==> src/rtl/selector_tiempo.sv <==
// Front-panel heating time selector: debounced up/down/clear buttons with
// press-and-hold auto-repeat, saturating 0..MAX_VAL, frozen while bloqueo is high.
module selector_tiempo #(
    parameter int TICK_DIV     = 250000,
    parameter int MAX_VAL      = 31,
    parameter int HOLD_TICKS   = 200,
    parameter int REPEAT_TICKS = 40
) (
    input  logic       clk,
    input  logic       rst,
    input  logic       btn_up,
    input  logic       btn_down,
    input  logic       btn_clear,
    input  logic       bloqueo,
    output logic [4:0] numero,
    output logic       cambio,
    output logic       en_limite
);

    localparam int TW   = (TICK_DIV > 1) ? $clog2(TICK_DIV) : 1;
    localparam int HMAX = (HOLD_TICKS > REPEAT_TICKS) ? HOLD_TICKS : REPEAT_TICKS;
    localparam int CW   = (HMAX > 1) ? $clog2(HMAX + 1) : 1;

    localparam logic [2:0] IDLE    = 3'd0;
    localparam logic [2:0] HOLD_UP = 3'd1;
    localparam logic [2:0] HOLD_DN = 3'd2;
    localparam logic [2:0] RPT_UP  = 3'd3;
    localparam logic [2:0] RPT_DN  = 3'd4;

    logic [TW-1:0] tick_cnt_r;
    logic          tick_s;
    // Bit order in the sample vectors: {clear, down, up}.
    logic [2:0]    s0_r, s1_r, s2_r;
    logic [2:0]    lvl_s, press_s;
    logic [2:0]    state_r, state_nx_s;
    logic [CW-1:0] hcnt_r, hcnt_nx_s;
    logic          step_up_s, step_dn_s, clr_s;
    logic [4:0]    numero_r, numero_nx_s;
    logic          cambio_r;

    assign tick_s    = (tick_cnt_r == TW'(TICK_DIV - 1));
    assign lvl_s     = s1_r & s2_r;
    assign press_s   = s1_r & ~s2_r & {3{tick_s}};
    assign numero    = numero_r;
    assign cambio    = cambio_r;
    assign en_limite = (numero_r == 5'd0) || (numero_r == 5'(MAX_VAL));

    // Sample-tick divider.
    always_ff @(posedge clk or posedge rst) begin
        if (rst) begin
            tick_cnt_r <= '0;
        end else if (tick_s) begin
            tick_cnt_r <= '0;
        end else begin
            tick_cnt_r <= tick_cnt_r + TW'(1);
        end
    end

    // Debounce shift registers, advanced only on tick.
    always_ff @(posedge clk or posedge rst) begin
        if (rst) begin
            s0_r <= 3'b000;
            s1_r <= 3'b000;
            s2_r <= 3'b000;
        end else if (tick_s) begin
            s0_r <= {btn_clear, btn_down, btn_up};
            s1_r <= s0_r;
            s2_r <= s1_r;
        end else begin
            s0_r <= s0_r;
            s1_r <= s1_r;
            s2_r <= s2_r;
        end
    end

    // Hold/auto-repeat FSM next state and step requests.
    always_comb begin
        state_nx_s = state_r;
        hcnt_nx_s  = hcnt_r;
        step_up_s  = 1'b0;
        step_dn_s  = 1'b0;
        clr_s      = 1'b0;
        if (bloqueo) begin
            state_nx_s = IDLE;
            hcnt_nx_s  = '0;
        end else if (tick_s) begin
            if (press_s[2]) begin
                clr_s      = 1'b1;
                state_nx_s = IDLE;
                hcnt_nx_s  = '0;
            end else begin
                case (state_r)
                    IDLE: begin
                        hcnt_nx_s = '0;
                        if (press_s[0] && !press_s[1] && !lvl_s[1]) begin
                            step_up_s  = 1'b1;
                            state_nx_s = HOLD_UP;
                        end else if (press_s[1] && !press_s[0] && !lvl_s[0]) begin
                            step_dn_s  = 1'b1;
                            state_nx_s = HOLD_DN;
                        end else begin
                            state_nx_s = IDLE;
                        end
                    end
                    HOLD_UP, RPT_UP: begin
                        if (!lvl_s[0] || lvl_s[1]) begin
                            state_nx_s = IDLE;
                            hcnt_nx_s  = '0;
                        end else if ((state_r == HOLD_UP && hcnt_r == CW'(HOLD_TICKS - 1)) ||
                                     (state_r == RPT_UP  && hcnt_r == CW'(REPEAT_TICKS - 1))) begin
                            step_up_s  = 1'b1;
                            state_nx_s = RPT_UP;
                            hcnt_nx_s  = '0;
                        end else begin
                            hcnt_nx_s = hcnt_r + CW'(1);
                        end
                    end
                    HOLD_DN, RPT_DN: begin
                        if (!lvl_s[1] || lvl_s[0]) begin
                            state_nx_s = IDLE;
                            hcnt_nx_s  = '0;
                        end else if ((state_r == HOLD_DN && hcnt_r == CW'(HOLD_TICKS - 1)) ||
                                     (state_r == RPT_DN  && hcnt_r == CW'(REPEAT_TICKS - 1))) begin
                            step_dn_s  = 1'b1;
                            state_nx_s = RPT_DN;
                            hcnt_nx_s  = '0;
                        end else begin
                            hcnt_nx_s = hcnt_r + CW'(1);
                        end
                    end
                    default: begin
                        state_nx_s = IDLE;
                        hcnt_nx_s  = '0;
                    end
                endcase
            end
        end else begin
            state_nx_s = state_r;
        end
    end

    // Saturating value update; a no-op step leaves the value untouched.
    always_comb begin
        numero_nx_s = numero_r;
        if (clr_s) begin
            numero_nx_s = 5'd0;
        end else if (step_up_s && numero_r < 5'(MAX_VAL)) begin
            numero_nx_s = numero_r + 5'd1;
        end else if (step_dn_s && numero_r != 5'd0) begin
            numero_nx_s = numero_r - 5'd1;
        end else begin
            numero_nx_s = numero_r;
        end
    end

    // State, hold counter, value and change pulse registers.
    always_ff @(posedge clk or posedge rst) begin
        if (rst) begin
            state_r  <= IDLE;
            hcnt_r   <= '0;
            numero_r <= 5'd0;
            cambio_r <= 1'b0;
        end else begin
            state_r  <= state_nx_s;
            hcnt_r   <= hcnt_nx_s;
            numero_r <= numero_nx_s;
            cambio_r <= (numero_nx_s != numero_r);
        end
    end

endmodule

==> config.mk <==
export PLATFORM = sky130hd
export DESIGN_NAME = selector_tiempo
export DESIGN_NICKNAME = d
export VERILOG_FILES = /design/src/rtl/selector_tiempo.sv
export SDC_FILE = /design/constraint.sdc
export NUM_CORES = 1
export LEC_CHECK = 0
export CAP_MARGIN = 20
export CORE_MARGIN = 4
export CORE_UTILIZATION = 56
export DETAILED_ROUTE_END_ITERATION = 6
export DONT_BUFFER_PORTS = 1
export PLACE_DENSITY_LB_ADDON = 0.25
export SLEW_MARGIN = 5
export SYNTH_ARGS = -nofsm -noshare
export SYNTH_HDL_FRONTEND = slang
export SYNTH_SLANG_ARGS = --single-unit
==> constraint.sdc <==
create_clock -name clk -period 3.6 [get_ports clk]
set_clock_uncertainty 0.05 [all_clocks]
set_input_delay 0.36 -clock clk [delete_from_list [all_inputs] [get_ports clk]]
set_output_delay 0.36 -clock clk [all_outputs]
set_load 0.03 [all_outputs]
* Word-level counts from Yosys, hierarchy flattened *
Index checks and enable logic that the tools add are counted.

operators by class
  eq/ne operators = 11
  magnitude comparators = 1
  mux-type cells = 40
  $mul = 0
  add/sub/neg operators = 4
  divide/modulo/power cells = 0
  reductions and logical operators = 26
  shifts and indexed selects = 0
  bitwise operators = 4

operators with widths
  cell                     count
  $mux W8                  7
  $mux W3                  7
  $add A18 B1 Y18 const B  1
  $eq A18 B18 Y1 const B   1
  $mux W18                 1
  $mux W1                  16
  $pmux W8 S2              1
  $mux W5                  3
  $logic_and A1 B1 Y1      10
  $ne A5 B5 Y1 const B     2
  $pmux W3 S3              1
  $add A8 B1 Y8 const B    1
  $eq A8 B6 Y1 const B     1
  $eq A8 B8 Y1 const B     1
  $and A3 B3 Y3            2
  $eq A3 B2 Y1 const B     2
  $add A5 B1 Y5 const B    1
  $eq A5 B5 Y1 const B     1
  $logic_not A5 Y1         1
  $logic_or A1 B1 Y1       5
  $lt A5 B5 Y1 const B     1
  $ne A5 B5 Y1             1
  $reduce_bool A5 Y1       1
  $sub A5 B1 Y5 const B    1
  other kinds (11)         17

storage, ports and cells
  bits in registers = 44
  input bits = 6
  memory bits (read-only) = 0
  memory bits (writable) = 0
  bits in latches = 0
  logic and storage cells = 94
  output and inout bits = 7
  memories = 0

* Logic depth before layout (Yosys ltp) *
  word-level depth = 17
  gate-level depth with buffers = 8

* Least setup slack after synthesis *
OpenSTA, ideal clock, no wires.

  kind = reg-to-reg
  start point = register numero_r[0] (netlist: numero[0])
  end point = register numero_r[4] (netlist: numero[4])
  arrival time = 1.972 ns
  slack = 1.505 ns
  clock period less this slack = 2.095 ns
  cell stages (with the launch flop) = 7
  required time = 3.477 ns
  path through = dfrtp_1 > and3_1 > a311oi_1 > nand4_1 > or2_4 > or3_1 > a21oi_2

between the ends
  longest elaborated chain between the ends = 5

RTL lines
  what                                                   line  source
  start: declaration                                     38    logic [4:0] numero_r, numero_nx_s;
  start signal: assignment                               166   numero_r <= numero_nx_s;
  branches (longest 3 deep; another with $sub A5 B1 Y5)  -
  $mux W5 *                                              147   end else if (step_up_s && numero_r < 5'(MAX_VAL)) begin
  $mux W5 *                                              145   if (clr_s) begin
  net numero_nx_s[4]                                     38

Mark *: on every way through the listed nets, which the timed path passes.
A chain may end at the register's enable or synchronous reset.

* Worst setup path in the final report *
  start point = register tick_cnt_r[0]
  end point = register numero_r[1] (netlist: numero[1])

between the ends
  longest elaborated chain between the ends = 15

RTL lines
  what                               line  source
  start: declaration                 30    logic [TW-1:0] tick_cnt_r;
  start signal: assignment           55    tick_cnt_r <= tick_cnt_r + TW'(1);
  $eq A18 B18 Y1 *                   41    assign tick_s = (tick_cnt_r == TW'(TICK_DIV - 1));
  $and A3 B3 Y3                      43    assign press_s = s1_r & ~s2_r & {3{tick_s}};
  $logic_not A1 Y1                   98    end else if (press_s[1] && !press_s[0] && !lvl_s[0]) begin
  $logic_and A1 B1 Y1 (2 in series)  98
  $mux W1                            98
  $mux W1                            95    if (press_s[0] && !press_s[1] && !lvl_s[1]) begin
  $pmux W1 S2                        92    case (state_r)
  $mux W1                            87    if (press_s[2]) begin
  $mux W1                            86    end else if (tick_s) begin
  $mux W1                            83    if (bloqueo) begin
  $logic_and A1 B1 Y1                149   end else if (step_dn_s && numero_r != 5'd0) begin
  $mux W5                            149
  $mux W5                            147
  $mux W5 *                          145
  net numero_nx_s[1]                 38

The timed path passes the listed nets; every way through them passes the cells marked *.

==> tab_implementation.tex <==
\begin{tabular}{lr}
\hline
Metric & Value \\
\hline
\multicolumn{2}{l}{\textbf{Run status}} \\
Outcome & finished, final reports clean \\
\multicolumn{2}{l}{\textbf{STA}} \\
Worst Max-Slew Pin Slew & 0.704 ns \\
Final Hold Vio Count & 0 \\
Final Critical Period & 2.51 ns \\
Maximum frequency from static timing analysis & 0.398 GHz \\
Number of max-slew violations in the final report & 0 \\
Finish-stage setup viols & 0 \\
Final hold slack & 0.0364 ns \\
Post-route clock period utilization & 0.698 \\
Unrepaired setup endpoints after global routing & false \\
Setup TNS Final & 0 ns \\
Worst slew margin relative to its limit & 0.517 \\
\multicolumn{2}{l}{\textbf{Clocking}} \\
Number of levels in the clock H-tree & 2 \\
Clock-pin slew on the worst setup and hold paths & 0.08 ns \\
Insertion delay of the later-clocked pin in the worst-skew pair & 0.29 ns \\
CTS tree & built \\
Clock tree root driver cell & sky130\_fd\_sc\_hd\_\_clkbuf\_8 \\
Hold buffers post-CTS & 0 \\
TritonCTS Buffers & 5 \\
Post-CTS Setup Repair Bufs & 0 \\
Sink Count & 44 \\
Post-cts repair resize count & 0 \\
Clk buf depth & 2 \\
\multicolumn{2}{l}{\textbf{Power}} \\
Leakage power of the design & 1.18 nW \\
Worst ir drop on vdd & 221 uV \\
Power density of the placed cells & 311 nW/um2 \\
PnR Total Power & 0.000829 W \\
\multicolumn{2}{l}{\textbf{Floorplan}} \\
Floorplan Core Area & 4350 um2 \\
Die boundary height & 75.2 um \\
Overall die area & 5660 um2 \\
I/O pin total & 13 \\
Site Rows & 24 \\
Initial core utilization & 0.581 \\
Width of the die & 75.2 um \\
\multicolumn{2}{l}{\textbf{Detailed routing}} \\
Number of DRC markers in iteration 0 & 57 \\
Antenna Nets Post-Route & 0 \\
Count of vias placed by the detailed router & 1950 \\
Detailed Route WL & 4890 um \\
Average wire per standard cell & 14.7 um \\
DRC violation count after routing & 0 \\
1st-pass router iterations & 4 \\
Mean number of vias per cell & 5.87 \\
\multicolumn{2}{l}{\textbf{Yosys}} \\
Register bit count reported by yosys & 44 \\
Syn Area/Cell & 9.13 um2 \\
Area share of the largest cell type after synthesis & 0.435 \\
Most instantiated flip-flop cell in the synthesis netlist & sky130\_fd\_sc\_hd\_\_dfrtp\_1 \\
Distinct cell type count after synthesis & 58 \\
Fraction of synthesis flops using an asynchronous set or reset pin & 1.00 \\
Cell types with the highest counts after synthesis & sky130\_fd\_sc\_hd\_\_dfrtp\_1 (44), sky130\_fd\_sc\_hd\_\_nand2\_1 (44), sky130\_fd\_sc\_hd\_\_nor2\_1 (20) \\
Total nets after synthesis & 287 \\
Number of enable-type register cells in the synthesized netlist & 0 \\
Synth area leader & sky130\_fd\_sc\_hd\_\_dfrtp\_1 \\
Synth Cell Area & 2530 um2 \\
Register area share after synthesis & 0.435 \\
Post-Syn Instances & 277 \\
Total number of yosys warnings & 0 \\
Top area cells in the synthesized netlist & sky130\_fd\_sc\_hd\_\_dfrtp\_1 (44\%), sky130\_fd\_sc\_hd\_\_nand2\_1 (6.5\%), sky130\_fd\_sc\_hd\_\_nor3\_1 (3.4\%), sky130\_fd\_sc\_hd\_\_xnor2\_1 (3.1\%), sky130\_fd\_sc\_hd\_\_nand3\_1 (3.0\%) \\
\multicolumn{2}{l}{\textbf{Worst setup path}} \\
R2R Path Start & tick\_cnt\_r[0]\$\_DFF\_PP0\_ \\
Crit-path max FO & 13 \\
Critical path startpoint & tick\_cnt\_r[0]\$\_DFF\_PP0\_ \\
CP Launch Type & flop \\
Nature of the critical path endpoint & flop \\
Data arrival time of the worst path & 2.62 ns \\
Type of the setup path with the least slack & flop to flop \\
Critical path required time & 3.70 ns \\
\multicolumn{2}{l}{\textbf{Cells and area}} \\
Fraction of layout instances using a drive strength above 1 & 0.0786 \\
Fin area & 2670 um2 \\
Sequential cell area & 1100 um2 \\
Fill cells & 378 \\
Area of combinational cells with multiple inputs & 1360 um2 \\
Antenna Cells & 0 \\
Number of nets in the layout & 289 \\
Synth-to-Final Area Change & 5.34\% \\
Final non-filler cell total & 332 \\
\multicolumn{2}{l}{\textbf{Global route}} \\
GRT Residual Overflow & 0 \\
Pin count of the biggest net entering global routing & 45 \\
Via count of the first global-routing pass & 1815 \\
Wire length of the first global-routing pass & 8260 um \\
Total GRT Usage & 0.192 \\
Number of antenna violations at the first check in global routing & 0 \\
\multicolumn{2}{l}{\textbf{Placed design}} \\
Placed cell area & 2570 um2 \\
Sum of net half-perimeters after detailed placement & 3460 um \\
\# placed instances & 324 \\
Last weighted congestion value of the routability-driven placer & 0.831 \\
Input/output buffers & 0 \\
\multicolumn{2}{l}{\textbf{Min path}} \\
HP Class & input pin to async pin \\
\multicolumn{2}{l}{\textbf{Run}} \\
Count of maximum capacitance violations & 0 \\
\hline
\end{tabular}
-- logic make-up after synthesis --
logic type,after synthesis,synth area share
buffers and inverters,14,0.0277
and+or+nand+nor,155,0.332
DFF,44,0.435
muxes,3,0.0119
xor gates and xnor gates,16,0.0554
adders and majority gates,4,0.0198
AOI/OAI and AO/OA,41,0.118
-- final timing paths --
path / end / slack (ns) / cells after the start
min in group clk: state_r[1]$_DFFE_PP0P_ / 0.07 / 1
worst max-delay path: numero[1]$_DFF_PP0_ / 1.09 / 6
worst min register to register: s0_r[2]$_DFFE_PP0N_ / 0.42 / 2
max in group asynchronous: tick_cnt_r[5]$_DFF_PP0_ / 3.09 / 2
worst max register to register: numero[1]$_DFF_PP0_ / 1.09 / 6
worst min-delay path: tick_cnt_r[7]$_DFF_PP0_ / 0.04 / 2
-- placed cells by master (no fill, tap or decap), drive strengths merged, types with 2 or more instances in the layout --
cell and instances:
a22o 2, a21oi 7, inv 5, dfrtp 44, a22oi 2, and2 3
and4 2, and3 7, nor3 19, nand4 5, nor2b 7, mux2i 3
or2 2, nand2b 5, a211oi 2, ha 4, nor2 20, nand3 15
nand2 44, clkbuf 8, o21a 3, nor4 6, nor3b 4, o21ai 10
nand3b 4, buf 3, and2b 2, a31oi 3, o31ai 2, xor2 7
or3 5, xnor2 9
-- worst max-delay path, stage by stage, from the launching register on --
cell and delay, ns:
sky130_fd_sc_hd__dfrtp_1 0.41, sky130_fd_sc_hd__ha_1 0.23, sky130_fd_sc_hd__nand3_1 0.21, sky130_fd_sc_hd__nor3_1 0.34, sky130_fd_sc_hd__nand2_1 0.35, sky130_fd_sc_hd__nor3_1 0.66, sky130_fd_sc_hd__nor3_1 0.13
-- registers in the layout, indices dropped and copies added, names as in the netlist --
register    count
hcnt_r          8
numero          5
s0_r            3
s2_r            3
state_r         3
cambio          1
tick_cnt_r     18
s1_r            3
-- metal layers --
| metal | vias up | global-route usage | wire length, um |
|---|---|---|---|
| li1 | 992 | - | - |
| met1 | 919 | 0.254 | 2260 |
| met2 | 33 | 0.308 | 2380 |
| met3 | 6 | 0.0414 | 175 |
| met4 | 0 | 0.0738 | 75 |
| met5 | - | 0 | 0 |
-- layout make-up --
class | count | share of cell area
clock buffers | 8 | 0.0338
inverters | 6 | 0.00845
multi-input cells | 219 | 0.512
flip-flops and latches | 44 | 0.413
well taps | 52 | 0.0244
repair buffers | 3 | 0.00845
-- power by group --
part           internal, W  leakage, nW            switching [W]
logic           0.00000236        0.545                0.0000130
clock network     0.000157       0.0455                 0.000163
registers         0.000494        0.585  0.000000000000000000269
-- stage by stage --
step                 util  worst slack [ns]
floorplan               -              1.51
detailed placement  0.591              1.06
global route        0.612             0.790
finish              0.612              1.09
global placement    0.591              1.16
CTS                 0.612              1.04
Power figures use the tool's default switching activity.
